[src/rtl/instr_prefetch_buffer_pkg.sv]
// Shared constants and helpers for the instruction prefetch buffer.
package instr_prefetch_buffer_pkg;

  localparam int INSTR_W = 32;
  localparam int ADDR_W  = 32;

  localparam logic [ADDR_W-1:0] RESET_PC_DEFAULT = 32'h0040_0000;
  localparam logic [ADDR_W-1:0] WORD_STRIDE      = 32'd4;

  // Force an address onto a word boundary.
  function automatic logic [ADDR_W-1:0] word_align(input logic [ADDR_W-1:0] addr);
    return {addr[ADDR_W-1:2], 2'b00};
  endfunction

endpackage

[src/rtl/instr_prefetch_buffer_chk.sv]
// Run-time checks on the prefetch buffer's credit bookkeeping.
module instr_prefetch_buffer_chk #(
  parameter int DEPTH = 4,
  localparam int CNT_W = $clog2(DEPTH + 1)
) (
  input logic             clk,
  input logic             rst_n,
  input logic             push,
  input logic             pop,
  input logic             full,
  input logic [CNT_W-1:0] occ,
  input logic [CNT_W-1:0] outstanding
);

  localparam logic [CNT_W:0] DEPTH_LIM = (CNT_W + 1)'(DEPTH);

  // A response must never land in a full FIFO unless the head leaves in the same cycle.
  a_no_overflow: assert property (@(posedge clk) disable iff (!rst_n)
    !(push && full && !pop));

  // Buffered plus in-flight fetches never exceed the FIFO capacity.
  a_credit: assert property (@(posedge clk) disable iff (!rst_n)
    (({1'b0, occ} + {1'b0, outstanding}) <= DEPTH_LIM));

endmodule

[src/rtl/prefetch_fifo.sv]
// Show-ahead FIFO with synchronous clear and occupancy output.
module prefetch_fifo #(
  parameter int WIDTH = 64,
  parameter int DEPTH = 4,
  localparam int PTR_W = (DEPTH > 1) ? $clog2(DEPTH) : 1,
  localparam int CNT_W = $clog2(DEPTH + 1)
) (
  input  logic             clk,
  input  logic             rst_n,
  input  logic             clear,
  input  logic             push,
  input  logic [WIDTH-1:0] push_data,
  input  logic             pop,
  output logic [WIDTH-1:0] head_data,
  output logic             head_valid,
  output logic             full,
  output logic [CNT_W-1:0] occ
);

  localparam logic [CNT_W-1:0] FULL_CNT = CNT_W'(DEPTH);

  logic [WIDTH-1:0] mem_r [DEPTH];
  logic [PTR_W-1:0] wr_ptr_r;
  logic [PTR_W-1:0] rd_ptr_r;
  logic [CNT_W-1:0] occ_r;
  logic [CNT_W-1:0] occ_next_s;
  logic             do_push_s;
  logic             do_pop_s;
  logic             full_s;

  assign full_s    = (occ_r == FULL_CNT);
  assign do_pop_s  = pop && (occ_r != '0);
  assign do_push_s = push && (!full_s || do_pop_s);

  // Occupancy update for the simultaneous push/pop combinations.
  always_comb begin
    occ_next_s = occ_r;
    case ({do_push_s, do_pop_s})
      2'b10:   occ_next_s = occ_r + CNT_W'(1);
      2'b01:   occ_next_s = occ_r - CNT_W'(1);
      default: occ_next_s = occ_r;
    endcase
  end

  // Pointer and occupancy registers; clear empties the FIFO in one cycle.
  always_ff @(posedge clk or negedge rst_n) begin
    if (!rst_n) begin
      wr_ptr_r <= '0;
      rd_ptr_r <= '0;
      occ_r    <= '0;
    end else if (clear) begin
      wr_ptr_r <= '0;
      rd_ptr_r <= '0;
      occ_r    <= '0;
    end else begin
      if (do_push_s) wr_ptr_r <= wr_ptr_r + PTR_W'(1);
      if (do_pop_s)  rd_ptr_r <= rd_ptr_r + PTR_W'(1);
      occ_r <= occ_next_s;
    end
  end

  // Storage; zeroed on reset so the head reads as zero while in reset.
  always_ff @(posedge clk or negedge rst_n) begin
    if (!rst_n) begin
      for (int i = 0; i < DEPTH; i++) mem_r[i] <= '0;
    end else if (do_push_s && !clear) begin
      mem_r[wr_ptr_r] <= push_data;
    end
  end

  assign head_data  = mem_r[rd_ptr_r];
  assign head_valid = (occ_r != '0);
  assign full       = full_s;
  assign occ        = occ_r;

endmodule

[src/rtl/instr_prefetch_buffer.sv]
// Instruction prefetch stage: sequential fetch issue, in-order response
// buffering and redirect flushing with stale-response drop counting.
module instr_prefetch_buffer
  import instr_prefetch_buffer_pkg::*;
#(
  parameter int                DEPTH    = 4,
  parameter logic [ADDR_W-1:0] RESET_PC = RESET_PC_DEFAULT
) (
  input  logic               clk,
  input  logic               reset,
  input  logic               redirect,
  input  logic [ADDR_W-1:0]  redirect_pc,
  output logic               imem_req_valid,
  output logic [ADDR_W-1:0]  imem_req_addr,
  input  logic               imem_req_ready,
  input  logic               imem_rsp_valid,
  input  logic [INSTR_W-1:0] imem_rsp_data,
  output logic               instr_valid,
  output logic [INSTR_W-1:0] instr,
  output logic [ADDR_W-1:0]  instr_pc,
  input  logic               instr_ready
);

  localparam int             CNT_W     = $clog2(DEPTH + 1);
  localparam int             ENTRY_W   = ADDR_W + INSTR_W;
  localparam logic [CNT_W:0] DEPTH_LIM = (CNT_W + 1)'(DEPTH);

  logic [ADDR_W-1:0]  fetch_pc_r;
  logic [ADDR_W-1:0]  rsp_pc_r;
  logic [CNT_W-1:0]   outstanding_r;
  logic [CNT_W-1:0]   drop_r;
  logic [CNT_W-1:0]   outstanding_next_s;
  logic [CNT_W-1:0]   drop_next_s;
  logic [CNT_W-1:0]   occ_s;
  logic               fifo_full_s;
  logic               head_valid_s;
  logic [ENTRY_W-1:0] head_data_s;
  logic               credit_s;
  logic               req_valid_s;
  logic               req_fire_s;
  logic               rsp_fire_s;
  logic               keep_s;
  logic               pop_s;
  logic [ADDR_W-1:0]  target_s;

  assign target_s    = word_align(redirect_pc);
  assign credit_s    = (({1'b0, occ_s} + {1'b0, outstanding_r}) < DEPTH_LIM);
  assign req_valid_s = reset && !redirect && credit_s;
  assign req_fire_s  = req_valid_s && imem_req_ready;
  // A response with nothing outstanding is stale (e.g. from before reset).
  assign rsp_fire_s  = imem_rsp_valid && (outstanding_r != '0);
  assign keep_s      = rsp_fire_s && (drop_r == '0) && !redirect;
  assign pop_s       = instr_ready && !redirect;

  // In-flight counter: +1 per accepted request, -1 per retired response.
  always_comb begin
    outstanding_next_s = outstanding_r;
    case ({req_fire_s, rsp_fire_s})
      2'b10:   outstanding_next_s = outstanding_r + CNT_W'(1);
      2'b01:   outstanding_next_s = outstanding_r - CNT_W'(1);
      default: outstanding_next_s = outstanding_r;
    endcase
  end

  // Drop counter: a redirect marks every still-pending response as stale.
  always_comb begin
    drop_next_s = drop_r;
    if (redirect) begin
      drop_next_s = outstanding_r - CNT_W'(rsp_fire_s);
    end else if (rsp_fire_s && (drop_r != '0)) begin
      drop_next_s = drop_r - CNT_W'(1);
    end else begin
      drop_next_s = drop_r;
    end
  end

  // Fetch address, response address tracker and counters.
  always_ff @(posedge clk or negedge reset) begin
    if (!reset) begin
      fetch_pc_r    <= RESET_PC;
      rsp_pc_r      <= RESET_PC;
      outstanding_r <= '0;
      drop_r        <= '0;
    end else begin
      outstanding_r <= outstanding_next_s;
      drop_r        <= drop_next_s;
      if (redirect) begin
        fetch_pc_r <= target_s;
        rsp_pc_r   <= target_s;
      end else begin
        if (req_fire_s) fetch_pc_r <= fetch_pc_r + WORD_STRIDE;
        if (keep_s)     rsp_pc_r   <= rsp_pc_r + WORD_STRIDE;
      end
    end
  end

  prefetch_fifo #(
    .WIDTH (ENTRY_W),
    .DEPTH (DEPTH)
  ) u_fifo (
    .clk        (clk),
    .rst_n      (reset),
    .clear      (redirect),
    .push       (keep_s),
    .push_data  ({rsp_pc_r, imem_rsp_data}),
    .pop        (pop_s),
    .head_data  (head_data_s),
    .head_valid (head_valid_s),
    .full       (fifo_full_s),
    .occ        (occ_s)
  );

  instr_prefetch_buffer_chk #(
    .DEPTH (DEPTH)
  ) u_chk (
    .clk         (clk),
    .rst_n       (reset),
    .push        (keep_s),
    .pop         (pop_s),
    .full        (fifo_full_s),
    .occ         (occ_s),
    .outstanding (outstanding_r)
  );

  assign imem_req_valid = req_valid_s;
  assign imem_req_addr  = fetch_pc_r;
  assign instr_valid    = head_valid_s;
  assign instr          = head_data_s[INSTR_W-1:0];
  assign instr_pc       = head_data_s[ENTRY_W-1:INSTR_W];

endmodule

[config.mk]
export PLATFORM = sky130hd
export DESIGN_NAME = instr_prefetch_buffer
export DESIGN_NICKNAME = d
export VERILOG_FILES = /design/src/rtl/instr_prefetch_buffer_pkg.sv /design/src/rtl/instr_prefetch_buffer_chk.sv /design/src/rtl/prefetch_fifo.sv /design/src/rtl/instr_prefetch_buffer.sv
export SDC_FILE = /design/constraint.sdc
export NUM_CORES = 1
export LEC_CHECK = 0
export ABC_CLOCK_PERIOD_IN_PS = 2600
export BUFFER_PORTS_ARGS = -buffer_cell sky130_fd_sc_hd__buf_2
export CAP_MARGIN = 20
export CORE_UTILIZATION = 50
export CTS_BUF_LIST = sky130_fd_sc_hd__clkbuf_16
export CTS_CLUSTER_DIAMETER = 60
export DETAILED_ROUTE_END_ITERATION = 8
export GPL_TIMING_DRIVEN = 0
export PLACE_DENSITY = 0.72
export REMOVE_ABC_BUFFERS = 1
export SYNTH_ARGS = -nofsm -noshare
export SYNTH_HDL_FRONTEND = slang
export SYNTH_SLANG_ARGS = --single-unit
[constraint.sdc]
create_clock -name clk -period 2.6 [get_ports clk]
set_input_delay 0.26 -clock clk [delete_from_list [all_inputs] [get_ports clk]]
set_output_delay 0.26 -clock clk [all_outputs]
set_load 0.02 [all_outputs]
==> impl_metrics.yaml, run 1 <==
run_status:
  status: "finished, violations left"
  violations: "hold timing"
sta:
  fmax_ghz: 0.395
  hold_violations: 95
  period_share_pct: 97.4
  whs_ps: -226
  tightest_slew_ps: 765
  skew_ps: 16.5
  final-setup-viol-count: 0
  slew_headroom_pct: 48.5
  period_needed_ps: 2530
  drv_slew: 0
  fin_ws_ps: 67.7
floorplanning:
  io_pins: 168
  start_util_pct: 50.9
  std_cell_rows: 63
  fp.dieArea_um2: 30900
  core_um2: 29600
  die_w_um: 176
  die_height_um: 176
synthesis:
  syn_inst: 1101
  synth_compound_area_share_pct: 4.61
  yosysMostFrequentCell: "dfrtp_1"
  seq_area_frac_synth_pct: 53.3
  synth_area_leaders: "dfrtp_1 53%, mux2_2 18%, mux4_2 9.3%"
  yosys_warnings: 0
  ys.flop_type: "dfrtp_1"
  synthMuxAreaShare_pct: 27.5
  synth_commonest_cells: "319 x dfrtp_1, 236 x mux2_2, 76 x nand2_1"
  synth_top_area_share_pct: 52.9
  synth_area_um2: 15100
  yosys_register_bits: 321
  synth-edff-count: 0
  avgSynthCellArea_um2: 13.7
  yosysTopAreaCell: "dfrtp_1"
  async_reset_ff_share_pct: 100
  ys_types: 56
  synth_xor_area_share_pct: 2.03
  yosys.area_share.simple_pct: 7.63
  synth_top_family_by_area: "multiplexers"
  yosys.area_share.adder_pct: 1.34
finish:
  final_area_um2: 17500
  drive_gt1_share_pct: 43.5
  nNetsFinal: 1339
  fillCellCount: 2437
  multi_input_area_um2: 6600
  areaGrowthSynthToFinish_pct: 15.8
  stdcell_count: 1670
  regArea_um2: 8040
  final_util_pct: 58.9
place:
  gp_congestion: 0.798
  place_ws_ps: -1700
  port_buffers: 161
  hpwl_um: 21500
  placed_area_um2: 16200
  place_inst: 1595
worst_setup_path:
  critPathLaunchType: "flop"
  worstSetupPathType: "flop to flop"
  rr_endpoint: "u_fifo.occ[2]$_DFFE_PN0P_"
  crit_chain: "inv_1 > ha_1 > nand2b_1 > nor2_2 > nor3_1 > fa_1 > nor3_1 > a31oi_1 > mux2_2"
  crit_slowest_cell: "fa_1"
  cp.required_ps: 2990
  crit_cells: 9
  crit_top_cell: "nor3_1"
  cp-endpoint: "u_fifo.occ[2]$_DFFE_PN0P_"
  slowest_delay_ps: 450
  end_kind: "flop"
  rrSetupSlack_ps: 70
  reg2reg_depth: 9
  r2r_start: "drop_r[0]$_DFFE_PN0P_"
  crit_start: "drop_r[0]$_DFFE_PN0P_"
  worstPathArrival_ps: 2920
  crit_buf_inv: 1
  crit_family: "simple AND/OR/NAND/NOR gates"
  cp_max_fo: 8
routing:
  vias: 9751
  totalWireLength_um: 34500
  drt-initial-drc-count: 740
  route.detailed.wl_per_inst_um: 20.7
  drtPass1Iterations: 5
  drc_errors: 0
  vias_per_cell: 5.84
  ant_nets: 0
global_route:
  overflow: 0
  grt_first_pass_wirelength_um: 55400
  antenna_found_initial: 1
  grt_usage_pct: 23.0
  grt_start_max_net_pins: 118
  grt_pass1_vias: 10100
clocking:
  cts_tree: "done"
  hold_buffers: 3
  clock_sinks: 321
  clk_pin_slew_ps: 60
  clk_latency_ps: 520
  htreeDepth: 2
  root_buffer: "clkbuf_16"
  clk_path_buf_depth: 3
  numCtsBuffers: 36
job:
  maxCapViolations: 0
pwr:
  finalPower_uw: 17000
  peakVddDrop_v: 0.000532
  power_density_nw_per_um2: 971
  p_leak_uw: 0.00820
hold_path:
  hold_path_class: "primary input to asynchronous set/reset pin"
per-layer routing:
layer | vias up | routed length [um] | track usage, %
met2 | 294 | 16500 | 36.8
met1 | 5037 | 15400 | 32.7
li1 | 4368 | - | -
met5 | - | 0 | 0
met3 | 52 | 1960 | 3.70
met4 | 0 | 644 | 6.30
worst reg2reg max path, delay by kind of cell, from the launching register on:
kind,cells,cell delay (ps)
AOI/OAI and AO/OA,1,80
adders and majority gates,2,620
buffers and inverters,1,80
DFF,1,390
muxes,1,300
and+or+nand+nor,4,940
how the worst min path moves through the flow:
| stage | start | endpoint | slack, ps | depth (start not counted) |
|---|---|---|---|---|
| after floorplan | reset | drop_r[0]$_DFFE_PN0P_ | -40 | 0 |
| final | reset | u_fifo.mem_r[197]$_DFFE_PN0P_ | -230 | 1 |
| after global routing | reset | u_fifo.mem_r[197]$_DFFE_PN0P_ | -170 | 1 |
| after CTS | reset | u_fifo.mem_r[133]$_DFFE_PN0P_ | -200 | 1 |
| after global placement | u_fifo.mem_r[233]$_DFFE_PN0P_ | u_fifo.mem_r[233]$_DFFE_PN0P_ | 460 | 2 |
| after detailed placement | reset | u_fifo.mem_r[197]$_DFFE_PN0P_ | 340 | 1 |
placed cells by master (no fill, tap or decap), drive strengths merged, types with 3 or more instances in the layout:
| master | count |
|---|---|
| dfrtp | 319 |
| buf | 179 |
| nor4 | 8 |
| nor2 | 32 |
| ha | 13 |
| mux4 | 62 |
| nand2b | 4 |
| or3 | 4 |
| xnor2 | 14 |
| mux2 | 236 |
| mux2i | 9 |
| nor3 | 19 |
| nand4 | 21 |
| and3 | 9 |
| nand2 | 76 |
| dlygate4sd3 | 3 |
| o31a | 4 |
| inv | 28 |
| xor2 | 21 |
| o21a | 5 |
| a21oi | 9 |
| nand3 | 37 |
| o21ai | 50 |
| o211ai | 11 |
| a31oi | 8 |
| clkinvlp | 3 |
| o31ai | 3 |
| o311ai | 14 |
| and2 | 5 |
| clkbuf | 37 |
| conb | 4 |
| clkinv | 13 |
power breakdown:
group	total, uW	internal, uW	switching, uW
sequential	6860	6120	747
clock	4630	2670	1960
combinational	5470	2640	2830
total	17000	11400	5550
stage by stage:
stage               TNS [ps]  hold slack (ps)
floorplan            -154750            -35.6
global placement    -2315000              456
detailed placement   -121540              335
CTS                        0             -202
global route           -35.9             -166
finish                     0             -226
sequential cells by signal (all words and copies together), names as in the netlist:
register / cells
u_fifo.mem_r: 248
imem_req_addr: 30
rsp_pc_r: 30
drop_r: 3
outstanding_r: 3
u_fifo.occ: 3
u_fifo.rd_ptr_r: 2
u_fifo.wr_ptr_r: 2
cell type report:
cell class | count | share of cell area, %
Inverter | 19 | 0.473
Clock buffer | 37 | 5.30
Sequential cell | 321 | 46.1
Antenna cell | 1 | 0.0143
Multi-Input combinational cell | 694 | 37.8
Timing Repair Buffer | 182 | 6.77
Tap cell | 390 | 2.79
Clock inverter | 26 | 0.817
cell families (layout without fill, tap and decap cells):
logic type                 after synthesis  count (layout)
AOI/OAI and AO/OA                      108             108
xor gates and xnor gates                35              35
adders and majority gates               15              15
buffers and inverters                   89             264
DFF                                    321             321
muxes                                  307             307
other                                    1               5
and+or+nand+nor                        225             225
timing repair:
action / in CTS / in global routing
gates resized for setup: 10 / 8
gates cloned: 0 / 0
endpoints found under the setup margin: 297 / 15
pin swaps: 3 / 0
endpoints found under the hold margin: 99 / 95
setup buffers: 8 / 0
No activity file was read; power rests on OpenSTA's default activity.
==> run 2: changes to the inputs <==
ABC_AREA = 1   (was default)
ABC_CLOCK_PERIOD_IN_PS = 2900   (was 2600)
MAX_ROUTING_LAYER = met4   (was default)
PLACE_DENSITY = 0.7   (was 0.72)
clock period = 2.9 ns   (was 2.6 ns; I/O delays follow)
==> run 2 against run 1 <==
The flow now finishes without violations. Clock power barely moved. Die area up 3.7%. Core utilization decreased by 0.096 points. Non-clock buffer count stayed put. Via count grew 41%. Routed wire length grew 18%. Setup slack gained 210 ps. Sequential power fell by 7.4%. Register-to-register slack improved by 270 ps. Sequential share of layout area decreased by 1.5 points. Critical path depth up 4. Combinational power hardly changed. Critical path type is now primary input to flop.
==> impl_metrics.yaml, run 2 <==
synthesis:
  synth-edff-count: 0
  avgSynthCellArea_um2: 8.07
  synth_area_um2: 15700
  synth_top_area_share_pct: 51.0
  synth_area_leaders: "dfrtp_1 51%, nand2_1 12%, o21ai_1 7.5%"
  async_reset_ff_share_pct: 100
  yosys_register_bits: 321
  ys.flop_type: "dfrtp_1"
  syn_inst: 1940
  yosys_warnings: 0
  yosysTopAreaCell: "dfrtp_1"
  yosysMostFrequentCell: "nand2_1"
  seq_area_frac_synth_pct: 51.3
  synth_commonest_cells: "493 x nand2_1, 319 x dfrtp_1, 236 x o21ai_1"
  ys_types: 41
routing:
  route.met3.wl_um: 3310
  top_layer: "met4"
  route.detailed.wl_per_inst_um: 16.5
  drtPass1Iterations: 5
  wl_met1_um: 18300
  drt-initial-drc-count: 1134
  wl_met2_um: 18400
  drc_errors: 0
  vias_per_cell: 5.57
  vias: 13800
  ant_nets: 0
  totalWireLength_um: 40800
worst_setup_path:
  cp_max_fo: 56
  critPathLaunchType: "primary input"
  crit_slowest_cell: "dlygate4sd3_1"
  crit_top_cell: "buf_16"
  slowest_delay_ps: 600
  worstPathArrival_ps: 3010
  rrSetupSlack_ps: 340
  worstSetupPathType: "primary input to flop"
  end_kind: "flop"
  crit_chain: "dlygate4sd3_1 > buf_16 > buf_16 > buf_16 > nand3b_1 > nor2_1 > nand2_2 > ha_1 > inv_1 > fa_1 > a21oi_1 > o21ai_0 > xor2_1"
  cp.required_ps: 3290
sta:
  slew_headroom_pct: 41.7
  drv_slew: 0
  hold_violations: 0
  period_share_pct: 90.5
  final-setup-viol-count: 0
  skew_ps: 18.6
  fmax_ghz: 0.381
  finalSetupTns_ps: 0
  grt_setup_unrepaired: "no"
  whs_ps: 40.2
  period_needed_ps: 2620
  tightest_slew_ps: 873
pwr:
  power_density_nw_per_um2: 910
  peakVddDrop_v: 0.000428
  p_leak_uw: 0.00870
place:
  gp_congestion: 0.912
  place_inst: 2397
  placed_area_um2: 16600
  port_buffers: 161
  hpwl_um: 24600
finish:
  stdcell_count: 2475
  areaGrowthSynthToFinish_pct: 15.3
  final_cell_mix: "491 x nand2_1, 317 x dfrtp_1, 236 x o21ai_1, 222 x nor2_1, 169 x o21ai_0"
  drive_gt1_share_pct: 12.6
  largest_reg_flops: 248
  layout_commonest_cell: "nand2_1"
  nNetsFinal: 2137
  final_area_um2: 18000
  final_util_pct: 58.8
  regMostFlops: "u_fifo.mem_r"
global_route:
  grt_start_max_net_pins: 126
  grt_pass1_vias: 13000
  overflow: 0
  antenna_found_initial: 2
  grt_usage_pct: 26.0
  grt_first_pass_wirelength_um: 64600
floorplanning:
  fp.dieArea_um2: 32000
  io_pins: 168
  die_height_um: 179
  die_w_um: 179
  std_cell_rows: 64
  start_util_pct: 51.0
  core_um2: 30700
clocking:
  htreeDepth: 2
  cts_tree: "done"
  clock_sinks: 321
  clk_pin_slew_ps: 60
  clk_latency_ps: 530
  numCtsBuffers: 37
  root_buffer: "clkbuf_16"
  clk_path_buf_depth: 3
run_status:
  status: "finished clean"
job:
  maxCapViolations: 0
hold_path:
  hold_path_class: "primary input to flop"
run 2: cell type report:
cell class,count,area (um2)
Fill cell,2734,12600
Clock inverter,26,244
Sequential cell,321,8040
Antenna cell,2,5.00
Timing Repair Buffer,182,1280
Clock buffer,38,951
Inverter,127,498
Multi-Input combinational cell,1383,6530
Tap cell,396,495
run 2: logic make-up (layout without fill, tap and decap cells):
kind of cell             Yosys count  after routing  synth area share (%)
XOR/XNOR                          22             22                  1.23
adder cells (fa/ha/maj)           15             15                  1.30
AND/OR/NAND/NOR                  811            811                  20.8
other                              1              6                0.0240
buffers and inverters            239            373                  7.27
AO/OA/AOI/OAI                    531            531                  18.1
flip-flops                       321            321                  51.3
run 2: what timing repair did:
action	CTS	global route
cloned	1	1
buffers inserted	0	3
setup endpoints to repair	98	223
hold endpoints to repair	120	120
resized for setup	5	7
run 2: worst max-delay path, delay by kind of cell:
kind                       cells  cell delay (ps)
xor gates and xnor gates       1              160
adders and majority gates      2              570
and+or+nand+nor                3              470
buffers and inverters          5             1160
AOI/OAI and AO/OA              2              260
run 2: final timing paths:
path	cells after the start	startpoint	endpoint
hold reg to reg	2	u_fifo.mem_r[70]$_DFFE_PN0P_	u_fifo.mem_r[70]$_DFFE_PN0P_
setup reg to reg	12	drop_r[0]$_DFFE_PN0P_	u_fifo.mem_r[122]$_DFFE_PN0P_
max in group asynchronous	5	reset	u_fifo.mem_r[228]$_DFFE_PN0P_
min in group asynchronous	3	reset	u_fifo.mem_r[213]$_DFFE_PN0P_
setup / recovery	13	reset	outstanding_r[2]$_DFFE_PN0P_
hold / removal	3	redirect_pc[19]	rsp_pc_r[19]$_DFFE_PN0N_
run 2: power by group:
part	switching (uW)	internal, uW
clock network	1870	2740
logic	3560	1890
registers	796	5560
total	6220	10200
run 2: stage by stage:
stage	setup WS, ps	power [uW]
6_report	277	16400
5_1_grt	68.5	17500
4_1_cts	2.39	16400
3_5_place_dp	-1220	11800
3_3_place_gp	-6340	11700
2_1_floorplan	-2460	9910
run 2: metal layers:
layer  vias to the layer above  global-route usage (%)
met5                         -                       -
met4                         0                    7.17
met3                        75                    4.24
met2                       507                    40.4
met1                      6544                    35.3
li1                       6651                       -
==> run 3: changes to the inputs <==
CTS_BUF_LIST = default   (was sky130_fd_sc_hd__clkbuf_16)
==> run 3 against run 2 <==
Sequential power is essentially flat. Non-clock buffer count is the same. Highest routed layer unchanged. Largest power group unchanged. Cell count is the same. First-iteration DRC count shrank 0.53%. Fmax grew 0.31%. Combinational power is essentially flat. Clock skew grew 1.6 ps. Count of clock-buffer cells in the layout grew 10.
==> impl_metrics.yaml, run 3 (same netlist as run 2, synthesis figures left out) <==
run_status:
  status: "finished clean"
sta:
  slew_headroom_pct: 42.9
  whs_ps: 40.7
  grt_setup_unrepaired: "no"
  finalSetupTns_ps: 0
  skew_ps: 20.2
  drv_slew: 0
  period_needed_ps: 2620
  hold_violations: 0
  period_share_pct: 90.2
  fmax_ghz: 0.382
  tightest_slew_ps: 855
  final-setup-viol-count: 0
worst_setup_path:
  r2r_start: "drop_r[0]$_DFFE_PN0P_"
  crit_slowest_cell: "dfrtp_4"
  worstPathArrival_ps: 2330
  cp_max_fo: 84
  rr_endpoint: "u_fifo.mem_r[122]$_DFFE_PN0P_"
  reg2reg_depth: 12
  cp.required_ps: 2610
  crit_buf_inv: 2
  crit_family: "flip-flops"
  rrSetupSlack_ps: 350
  crit_chain: "buf_16 > o21ai_0 > o22ai_1 > buf_2"
  worstSetupPathType: "flop to primary output"
  slowest_delay_ps: 800
  critPathLaunchType: "flop"
  end_kind: "primary output"
clocking:
  clk_pin_slew_ps: 60
  clk_path_buf_depth: 3
  clk_latency_ps: 530
  root_buffer: "clkbuf_16"
  cts_tree: "done"
  clock_sinks: 321
  numCtsBuffers: 37
  htreeDepth: 2
pwr:
  peakVddDrop_v: 0.000429
  swShare_pct: 37.6
  power_density_nw_per_um2: 918
  p_int_uw: 10400
  combPwrFrac_pct: 32.9
  p_leak_uw: 0.00871
  pwr-share-clk_pct: 28.9
  p_switching_uw: 6250
  sequentialPowerShare_pct: 38.2
finish:
  nNetsFinal: 2137
  regMostFlops: "u_fifo.mem_r"
  layout_commonest_cell: "nand2_1"
  final_util_pct: 59.0
  final_cell_mix: "491 x nand2_1, 317 x dfrtp_1, 236 x o21ai_1, 222 x nor2_1, 169 x o21ai_0"
  fillCellCount: 2738
  stdcell_count: 2475
  areaGrowthSynthToFinish_pct: 15.7
  largest_reg_flops: 248
  drive_gt1_share_pct: 12.9
routing:
  ant_nets: 0
  drt-initial-drc-count: 1128
  drc_errors: 0
  drtPass1Iterations: 5
  vias: 13800
  vias_per_cell: 5.59
  totalWireLength_um: 40900
  route.detailed.wl_per_inst_um: 16.5
floorplanning:
  start_util_pct: 51.0
  die_height_um: 179
  core_um2: 30700
  io_pins: 168
  die_w_um: 179
  fp.dieArea_um2: 32000
  std_cell_rows: 64
hold_path:
  worstHoldPathCells: 3
  hold_path_class: "primary input to flop"
  worstHoldStart: "redirect_pc[19]"
  hold_path_end: "rsp_pc_r[19]$_DFFE_PN0N_"
place:
  place_inst: 2397
  gp_congestion: 0.912
  port_buffers: 161
  hpwl_um: 24600
global_route:
  grt_pass1_vias: 13000
  antenna_found_initial: 2
  grt_start_max_net_pins: 126
  grt_first_pass_wirelength_um: 64800
  grt_usage_pct: 26.1
  overflow: 0
job:
  maxCapViolations: 0
## run 3: cell types whose count changed in the layout (fill, tap and decap cells not counted), sizes merged
cell / delta
clkbuf: +9
inv: -4
clkinv: -6
buf: +1
## run 3: stage by stage
step | power (uW) | setup WS [ps] | area (um2)
after floorplan | 9910 | -2460 | 15000
after global placement | 11700 | -6340 | 16300
after detailed placement | 11800 | -1220 | 16600
after CTS | 16600 | 48.8 | 17900
after global routing | 17700 | 76.5 | 18100
final | 16600 | 285 | 18100
## run 3: worst register-to-register path: stages (launching register included)
cell and delay, ps:
dfrtp_1 360, inv_1 110, ha_1 160, inv_1 40
nor2_2 140, nand3_4 190, nor2_4 230, nand2_2 100
inv_4 180, nand2_4 330, buf_16 360, nand2_1 170
o21ai_1 70
## run 3: cell type report
class                           count  area, um2  area share, %
Antenna cell                        2       5.00         0.0276
Sequential cell                   321       8040           44.4
Inverter                          127        498           2.75
Multi-Input combinational cell   1383       6530           36.0
Clock buffer                       48       1050           5.79
Timing Repair Buffer              182       1280           7.09
Clock inverter                     16        206           1.14
Tap cell                          396        495           2.74
## run 3: repair_timing
action / CTS / global route
gates cloned: 1 / 1
gates resized for setup: 6 / 6
pin swaps: 0 / 1
hold endpoints to repair: 120 / 120
setup buffers: 0 / 3
endpoints found under the setup margin: 98 / 146
## run 3: routing by layer
| layer | global-route usage (%) | vias to the layer above | part of all wire (%) |
|---|---|---|---|
| met3 | 4.30 | 86 | 7.8 |
| met5 | - | - | 0 |
| met1 | 35.6 | 6595 | 45 |
| li1 | - | 6642 | - |
| met4 | 7.59 | 0 | 2.3 |
| met2 | 40.1 | 519 | 45 |
## run 3: how the worst max path moves through the flow
| stage | from | to | slack, ps | cells past startpoint |
|---|---|---|---|---|
| finish | u_fifo.rd_ptr_r[0]$_DFFE_PN0P_ | instr_pc[20] | 280 | 4 |
| global route | reset | outstanding_r[1]$_DFFE_PN0P_ | 80 | 11 |
| CTS | reset | imem_req_addr[18]$_DFFE_PN0P_ | 50 | 11 |
| detailed placement | reset | imem_req_addr[23]$_DFFE_PN0P_ | -1220 | 11 |
| global placement | u_fifo.rd_ptr_r[0]$_DFFE_PN0P_ | instr_pc[19] | -6340 | 4 |
| floorplan | u_fifo.rd_ptr_r[0]$_DFFE_PN0P_ | instr[0] | -2460 | 3 |
## run 3: power groups by stage
stage | registers (uW) | clock network [uW] | logic, uW
3_5_place_dp | 6390 | 0 | 5410
4_1_cts | 6320 | 4870 | 5440
6_report | 6350 | 4800 | 5460
3_3_place_gp | 6490 | 0 | 5190
5_1_grt | 6500 | 5060 | 6120
2_1_floorplan | 6350 | 0 | 3560
